--- src/rtl/div32_seq.sv ---
// ============================================================================
// div32_seq -- iterative 32-bit restoring divider (one quotient bit per cycle)
//
// Computes quotient and remainder of A / B, signed or unsigned, and presents
// them in the HI/LO pair shared with the multiplier: HI = remainder,
// LO = quotient. Signed operation divides magnitudes and then fixes signs.
// The quotient truncates toward zero. The remainder takes the sign of the
// dividend.
//
// Ports
//   CLK          in   1   rising-edge clock
//   RST          in   1   asynchronous active-low reset
//   START        in   1   request, accepted only while idle (BUSY=0)
//   SIGNED       in   1   1 = two's-complement divide, sampled with START
//   A            in  32   dividend, sampled with START
//   B            in  32   divisor, sampled with START
//   HI           out 32   remainder (or A on divide-by-zero), held until next DONE
//   LO           out 32   quotient (or all ones on divide-by-zero), held
//   BUSY         out  1   high from the accept edge until the result edge
//   DONE         out  1   one-cycle pulse when HI/LO update
//   DIVZ         out  1   completed operation had B=0, held until next DONE
//   o_dbg_state  out  2   current FSM state (0 IDLE, 1 RUN, 2 FIX)
//
// Handshake: a request is taken on a rising CLK edge where START=1 and the
// FSM is idle. START seen while busy is dropped. Operands may change freely
// after the accept edge. The result is valid during the single cycle where
// DONE=1 and stays on HI/LO afterwards. START during that DONE cycle is
// accepted at the following edge, which gives back-to-back operation.
//
// Latency: accept at edge k, RUN on edges k+1..k+32, FIX on edge k+33.
// When B=0 the FSM goes straight to FIX, so the result appears at edge k+1.
// ============================================================================
module div32_seq (
  input  logic        CLK,
  input  logic        RST,
  input  logic        START,
  input  logic        SIGNED,
  input  logic [31:0] A,
  input  logic [31:0] B,
  output logic [31:0] HI,
  output logic [31:0] LO,
  output logic        BUSY,
  output logic        DONE,
  output logic        DIVZ,
  output logic [1:0]  o_dbg_state
);

  typedef enum logic [1:0] {
    S_IDLE = 2'd0,
    S_RUN  = 2'd1,
    S_FIX  = 2'd2
  } state_t;

  state_t      r_state;
  state_t      w_next;

  logic [4:0]  r_cnt;
  logic [31:0] r_rem;    // partial remainder; always < divisor, so 32 bits suffice
  logic [31:0] r_q;      // dividend shifting out / quotient shifting in
  logic [31:0] r_d;      // divisor magnitude
  logic        r_qneg;
  logic        r_rneg;
  logic        r_dz;

  logic [31:0] r_hi;
  logic [31:0] r_lo;
  logic        r_busy;
  logic        r_done;
  logic        r_divz;

  logic        w_accept;
  logic        w_b_zero;
  logic [31:0] w_a_mag;
  logic [31:0] w_b_mag;
  logic [32:0] w_t;
  logic        w_ge;
  logic [31:0] w_sub;

  assign w_accept = (r_state == S_IDLE) && START;
  assign w_b_zero = (B == 32'd0);

  // Magnitudes. -32'h8000_0000 wraps to itself, which is the correct
  // unsigned magnitude 2^31.
  assign w_a_mag = (SIGNED && A[31]) ? (32'd0 - A) : A;
  assign w_b_mag = (SIGNED && B[31]) ? (32'd0 - B) : B;

  // One restoring step. The trial value is 33 bits wide. Its top bit only
  // takes part in the compare. Whenever the subtraction is taken, the
  // difference is below the divisor, so the low 32 bits are exact.
  assign w_t   = {r_rem, r_q[31]};
  assign w_ge  = (w_t >= {1'b0, r_d});
  assign w_sub = w_t[31:0] - r_d;

  // --------------------------------------------------------------------------
  // FSM
  // --------------------------------------------------------------------------
  always_ff @(posedge CLK or negedge RST) begin
    if (!RST) begin
      r_state <= S_IDLE;
    end else begin
      r_state <= w_next;
    end
  end

  always_comb begin
    w_next = r_state;
    unique case (r_state)
      S_IDLE: begin
        if (START) begin
          w_next = w_b_zero ? S_FIX : S_RUN;
        end
      end
      S_RUN: begin
        if (r_cnt == 5'd31) begin
          w_next = S_FIX;
        end
      end
      S_FIX: begin
        w_next = S_IDLE;
      end
      default: begin
        w_next = S_IDLE;
      end
    endcase
  end

  // --------------------------------------------------------------------------
  // Datapath and result registers
  // --------------------------------------------------------------------------
  always_ff @(posedge CLK or negedge RST) begin
    if (!RST) begin
      r_cnt  <= 5'd0;
      r_rem  <= 32'd0;
      r_q    <= 32'd0;
      r_d    <= 32'd0;
      r_qneg <= 1'b0;
      r_rneg <= 1'b0;
      r_dz   <= 1'b0;
      r_hi   <= 32'd0;
      r_lo   <= 32'd0;
      r_busy <= 1'b0;
      r_done <= 1'b0;
      r_divz <= 1'b0;
    end else begin
      r_done <= 1'b0;
      if (w_accept) begin
        // On divide-by-zero, r_q keeps the raw dividend so FIX can return it
        // unchanged. There is no iteration to disturb it.
        r_q    <= w_b_zero ? A : w_a_mag;
        r_d    <= w_b_mag;
        r_rem  <= 32'd0;
        r_cnt  <= 5'd0;
        r_qneg <= SIGNED & (A[31] ^ B[31]);
        r_rneg <= SIGNED & A[31];
        r_dz   <= w_b_zero;
        r_busy <= 1'b1;
      end else if (r_state == S_RUN) begin
        r_q   <= {r_q[30:0], w_ge};
        r_rem <= w_ge ? w_sub : w_t[31:0];
        r_cnt <= r_cnt + 5'd1;
      end else if (r_state == S_FIX) begin
        if (r_dz) begin
          r_lo <= 32'hFFFF_FFFF;
          r_hi <= r_q;
        end else begin
          r_lo <= r_qneg ? (32'd0 - r_q)   : r_q;
          r_hi <= r_rneg ? (32'd0 - r_rem) : r_rem;
        end
        r_divz <= r_dz;
        r_done <= 1'b1;
        r_busy <= 1'b0;
      end
    end
  end

  assign HI          = r_hi;
  assign LO          = r_lo;
  assign BUSY        = r_busy;
  assign DONE        = r_done;
  assign DIVZ        = r_divz;
  assign o_dbg_state = r_state;

endmodule

--- config.mk ---
export PLATFORM = sky130hd
export DESIGN_NAME = div32_seq
export DESIGN_NICKNAME = d
export VERILOG_FILES = /design/src/rtl/div32_seq.sv
export SDC_FILE = /design/constraint.sdc
export NUM_CORES = 1
export LEC_CHECK = 0
export ABC_AREA = 1
export BUFFER_PORTS_ARGS = -buffer_cell sky130_fd_sc_hd__buf_2
export CAP_MARGIN = 10
export CORE_MARGIN = 1
export CORE_UTILIZATION = 64
export DETAILED_ROUTE_END_ITERATION = 7
export GPL_TIMING_DRIVEN = 1
export PLACE_DENSITY_LB_ADDON = 0.15
export SLEW_MARGIN = 10
export SYNTH_ARGS = -nofsm -noshare
export SYNTH_HDL_FRONTEND = slang
export SYNTH_SLANG_ARGS = --single-unit
--- constraint.sdc ---
create_clock -name CLK -period 4.15 [get_ports CLK]
set_clock_uncertainty 0.1 [all_clocks]
set_input_delay 0.2075 -clock CLK [delete_from_list [all_inputs] [get_ports CLK]]
set_output_delay 0.2075 -clock CLK [all_outputs]
set_load 0.1 [all_outputs]
* Word-level counts from Yosys, hierarchy flattened
Index checks and enable logic that the tools add are counted.
** Operators by class
- Add/subtract/negate cells :: 6
- $lt $le $gt $ge :: 1
- Eq/ne operators :: 6
- Muxes and demuxes :: 24
- Bitwise operators :: 5
- Reduce and logical (&&, ||, !) cells :: 10
** Operators by type and width (count)
- 32-bit two-way mux :: 12
- 1-bit by 32-bit subtractor with 32-bit output, first input constant :: 4
- 33-bit by 32-bit greater-or-equal comparator with 1-bit output :: 1
- 32-bit logical NOT :: 1
- 32-bit subtractor :: 1
- 5-bit two-way mux :: 2
- 1-bit two-way mux :: 6
- 2-bit two-way mux :: 3
- 2-bit != test, second input constant :: 3
- 5-bit by 1-bit adder with 5-bit output, second input constant :: 1
- 5-bit == test, second input constant :: 1
- 2-bit one-hot mux with 2 select lines :: 1
- 2-bit AND reduction :: 2
- 2-bit nonzero test :: 2
- 1-bit logical AND :: 3
- 3-bit AND reduction :: 1
- 1-bit bitwise AND :: 2
- 2-bit by 1-bit == test with 1-bit output, second input constant :: 1
- 2-bit == test, second input constant :: 1
- 2-bit logical NOT :: 1
- 1-bit inverter :: 2
- 1-bit bitwise XOR :: 1
** Word-level totals
- Register bits after elaboration :: 173
- Input bits :: 68
- Output and inout port bits :: 69
- Word-level logic and storage cells :: 65

* Longest topological paths before layout
- Word-level depth :: 4
- Depth in mapped cells :: 18
- Depth with buffers taken out :: 16

* Worst setup path before layout
OpenSTA, ideal clock, no wires.
- Path type :: register -> register
- Start point :: register r_state[1], in the netlist o_dbg_state[1]
- End point :: register r_hi[28], in the netlist HI[28]
- Setup time :: 0.066 ns
- Arrival :: 2.033 ns
- Required time :: 3.984 ns
- Setup slack :: 1.952 ns
- Cell stages (with the launch flop) :: 9
- Path buffers :: 2
- Clock period less this slack :: 2.198 ns
- Cell sequence :: dfrtp_1 inv_1 nor2_1 inv_2 nor2_1 buf_2 clkbuf_1 o21ai_0 nand2_1
** On the way
- Longest elaborated chain between the ends :: 4
- Elaborated cells on any way between the ends :: 7
- Classes of those cells :: 2 x eq/ne; 2 x bitwise; 3 x reduce/logical
** RTL lines
- from (decl) :: line 54 : state_t r_state;
- from (signal assigned) :: line 101 : r_state <= w_next;
- 2-bit logical NOT :: line 79 : assign w_accept = (r_state == S_IDLE) && START;
- 1-bit logical AND :: line 79
- 1-bit inverter (no source line)
- 3-bit AND reduction (no source line) *
- to (signal assigned) :: line 164 : r_hi <= r_q;
- to (signal assigned) :: line 167 : r_hi <= r_rneg ? (32'd0 - r_rem) : r_rem;
- to (decl) :: line 65 : logic [31:0] r_hi;
Every way passes the cells marked *; elsewhere a longest branch is shown, timed or not.
A chain may end at the register's enable or synchronous reset.

* Worst setup path after layout
- Start point :: input B[0]
- End point :: register r_q[2]
** On the way
- Longest elaborated chain between the ends :: 3
** RTL lines
- from (decl) :: line 39 : input logic [31:0] B,
- 32-bit logical NOT :: line 80 : assign w_b_zero = (B == 32'd0);
- 32-bit two-way mux :: line 149 : r_q <= w_b_zero ? A : w_a_mag;
- 32-bit two-way mux :: line 146 : if (w_accept) begin
- to (signal assigned) :: line 149
- to (signal assigned) :: line 158 : r_q <= {r_q[30:0], w_ge};
- to (decl) :: line 59 : logic [31:0] r_q;
Every way passes these cells.

==> impl_metrics.py <==
metrics = {
    "logic_synthesis": {
        "synth_top_area_cell": "dfrtp_1",
        "synth_top_cell_area_share": 0.3142,
        "yosysWarnings": 0,
        "synth_edf_count": 0,
        "async_flop_share": 1.000,
        "synth_fp_nets": 2307,
        "synth_top_cells_by_area": "dfrtp_1, nand2_1, inv_1",
        "synthesis.area_um2": 13780,
        "ys_ff_latch": 173,
        "synthCells": 2200,
        "yosysSeqAreaShare": 0.3142,
        "synth_cell_types": 48,
        "syn_area_per_cell_um2": 6.263,
        "synthFlopType": "dfrtp_1",
    },
    "finish": {
        "layout-drive-gt1-share": 0.09797,
        "insertedDiodeCount": 0,
        "areaGrowthSynthToFinish_pct": 10.97,
        "fin_nets": 2411,
        "fillCellCount": 1783,
        "stdcell_area_um2": 15290,
    },
    "critical_path": {
        "cpMostUsedCell": "o21ai_0",
        "crit_buf_inv": 4,
        "slowest_delay_ns": 0.81,
        "crit_slowest_cell": "o21ai_0",
        "cp.required_ns": 4.40,
        "critPathTopFamily": "compound AO/OA/AOI/OAI gates",
        "cp_max_fo": 17,
        "cp_data_arrival_time_ns": 3.57,
        "r2r_setup_slack_ns": 1.22,
        "critPathKind": "primary input to flop",
        "worstPathCellList": "dlygate4sd3_1, buf_2, inv_1, ha_1, nand3_1, nor2_2, nand2_1, nor2_4, inv_2, o21ai_0, o21ai_0, o21ai_0",
        "end_kind": "flop",
        "cp-start-kind": "primary input",
    },
    "detailed_routing": {
        "wl_per_cell_um": 17.89,
        "wl_met2_um": 21330,
        "routed_wl_um": 46380,
        "highest_layer": "met4",
        "wl_met1_um": 17590,
        "drc_errors": 0,
        "dr_total_vias": 15320,
        "viasPerCell": 5.910,
        "ant_nets": 0,
        "drt_pass1_iterations": 7,
        "dr_wl_met3_um": 4142,
        "drt_iter0_markers": 1456,
    },
    "global_routing": {
        "first_global_vias": 14160,
        "grt_max_degree": 98,
        "grt_antenna_before_repair": 0,
        "grt_overflow": 0,
        "grt_pass1_wl_um": 73010,
        "track_usage": 0.4283,
    },
    "sta": {
        "hold_violations": 1,
        "setup_viol": 0,
        "max-slew-margin-rel": 0.2807,
        "whs_ns": -0.006095,
        "period_share": 0.7979,
        "fmaxAchievable_mhz": 302.0,
        "drv_slew": 0,
        "tns_ns": 0,
        "tightestPinTransition_ns": 1.078,
        "timing.final.crit_period_ns": 3.311,
        "rsz0062_at_grt": "no",
    },
    "placed_design": {
        "place_area_um2": 14560,
        "hpwl_um": 34760,
        "port_buffers": 136,
        "gp_congestion": 1.012,
    },
    "die": {
        "initial_utilization": 0.6534,
        "fp-row-count": 53,
        "dieArea_um2": 22120,
        "die_h_um": 148.7,
        "coreArea_um2": 21090,
        "io_pins": 137,
        "dieWidth_um": 148.7,
    },
    "worst_hold_path": {
        "hp-class": "primary input to flop",
    },
    "outcome": {
        "status": "finished with violations",
        "violations": "hold timing",
    },
    "clock_network": {
        "cts_resized": 0,
        "cts_hold_buf": 10,
        "cts_tree": "built",
        "cts_max_level": 4,
        "clkLatencyLatePin_ns": 0.46,
        "cts.sinks": 173,
        "cts-root-buf": "clkbuf_16",
        "clockBufferDepth": 2,
        "cts_buffers": 17,
        "post_cts_buffers": 0,
        "path_clk_slew_ns": 0.08,
    },
    "run": {
        "max_cap_viol_count": 0,
    },
}
## Yosys cell counts (all sizes together), types with 3 or more instances
cell,count
a21oi,54
a31oi,11
and2,3
buf,22
clkbuf,49
clkinv,5
dfrtp,173
ha,38
inv,322
nand2,709
nand3,218
nand3b,4
nand4,28
nor2,237
nor3,21
nor4,7
o211ai,8
o21ai,171
o21bai,13
o221ai,13
o22ai,12
or2,8
xnor2,15
xor2,47
## flip-flops by register name, summed over array words and instances (netlist names)
signal	flops
o_dbg_state	2
DIVZ	1
BUSY	1
r_rem	32
LO	32
r_rneg	1
DONE	1
r_q	32
r_dz	1
r_cnt	5
r_qneg	1
HI	32
r_d	32
## worst min-delay path, delay by kind of cell
kind                   cells  cell delay [ns]
buffers and inverters      1             0.11
AO/OA/AOI/OAI              1             0.07
XOR/XNOR                   1             0.11
## placed cells by master (no fill, tap or decap), types with 6 or more instances in the layout
master and n:
a21oi_1 54, a31oi_1 11, buf_2 135, buf_4 9
clkbuf_16 17, clkinv_8 7, dfrtp_1 173, dlygate4sd3_1 10
ha_1 38, inv_1 316, inv_2 6, nand2_1 701
nand3_1 217, nand4_1 27, nor2_1 212, nor2_2 21
nor3_1 21, nor4_1 6, o211ai_1 7, o21ai_0 143
o21ai_1 27, o21bai_1 13, o221ai_1 13, o22ai_1 12
xnor2_1 15, xor2_1 47
## final cells by class
class / instances / area (µm²) / share of cell area
Tap cell: 275 / 344.1 / 0.02250
Multi-Input combinational cell: 1629 / 7885 / 0.5157
Clock buffer: 17 / 425.4 / 0.02782
Sequential cell: 173 / 4329 / 0.2831
Inverter: 327 / 1227 / 0.08028
Clock inverter: 15 / 203.9 / 0.01334
Timing Repair Buffer: 156 / 874.6 / 0.05720
## per-stage QoR
step,util,hold slack [ns],cells,setup WS [ns]
5_1_grt,0.7251,0.02008,2592,0.7867
4_1_cts,0.7251,0.005400,2592,1.278
2_1_floorplan,-,-0.1881,2200,1.952
3_5_place_dp,0.6905,0.2595,2550,1.331
6_report,0.7251,-0.006095,2592,0.8387
3_3_place_gp,0.6905,0.2634,2550,1.388
## logic make-up (layout without fill, tap and decap cells)
| kind of cell | count (synthesis) | count (layout) | synth area share |
|---|---|---|---|
| AND/OR/NAND/NOR | 1237 | 1237 | 0.3780 |
| buffers and inverters | 398 | 515 | 0.1144 |
| AO/OA/AOI/OAI | 290 | 290 | 0.1172 |
| flip-flops | 173 | 173 | 0.3142 |
| XOR/XNOR | 62 | 62 | 0.03941 |
| adder cells (fa/ha/maj) | 39 | 39 | 0.03596 |
| multiplexers | 1 | 1 | 0.0007265 |
## metal layers
metal  GRT usage  vias to the layer above
met3     0.06564                      178
met2      0.6804                      912
met4      0.2881                        0
met5           0                        -
li1            -                     7200
met1      0.5399                     7030
## path summary, 6_finish.rpt
kind | from | cells past startpoint | to
min reg2reg | DIVZ | 2 | DIVZ
min in group asynchronous | RST | 2 | LO[7]
max in group asynchronous | RST | 3 | r_rem[27]
min | B[7] | 3 | r_d[7]
max | B[0] | 12 | r_q[2]
max reg2reg | r_rem[22] | 12 | r_rem[23]
Power is left out: the tool's default activity adds up to more than one toggle a clock period on the data nets, which glitch-free logic cannot reach.
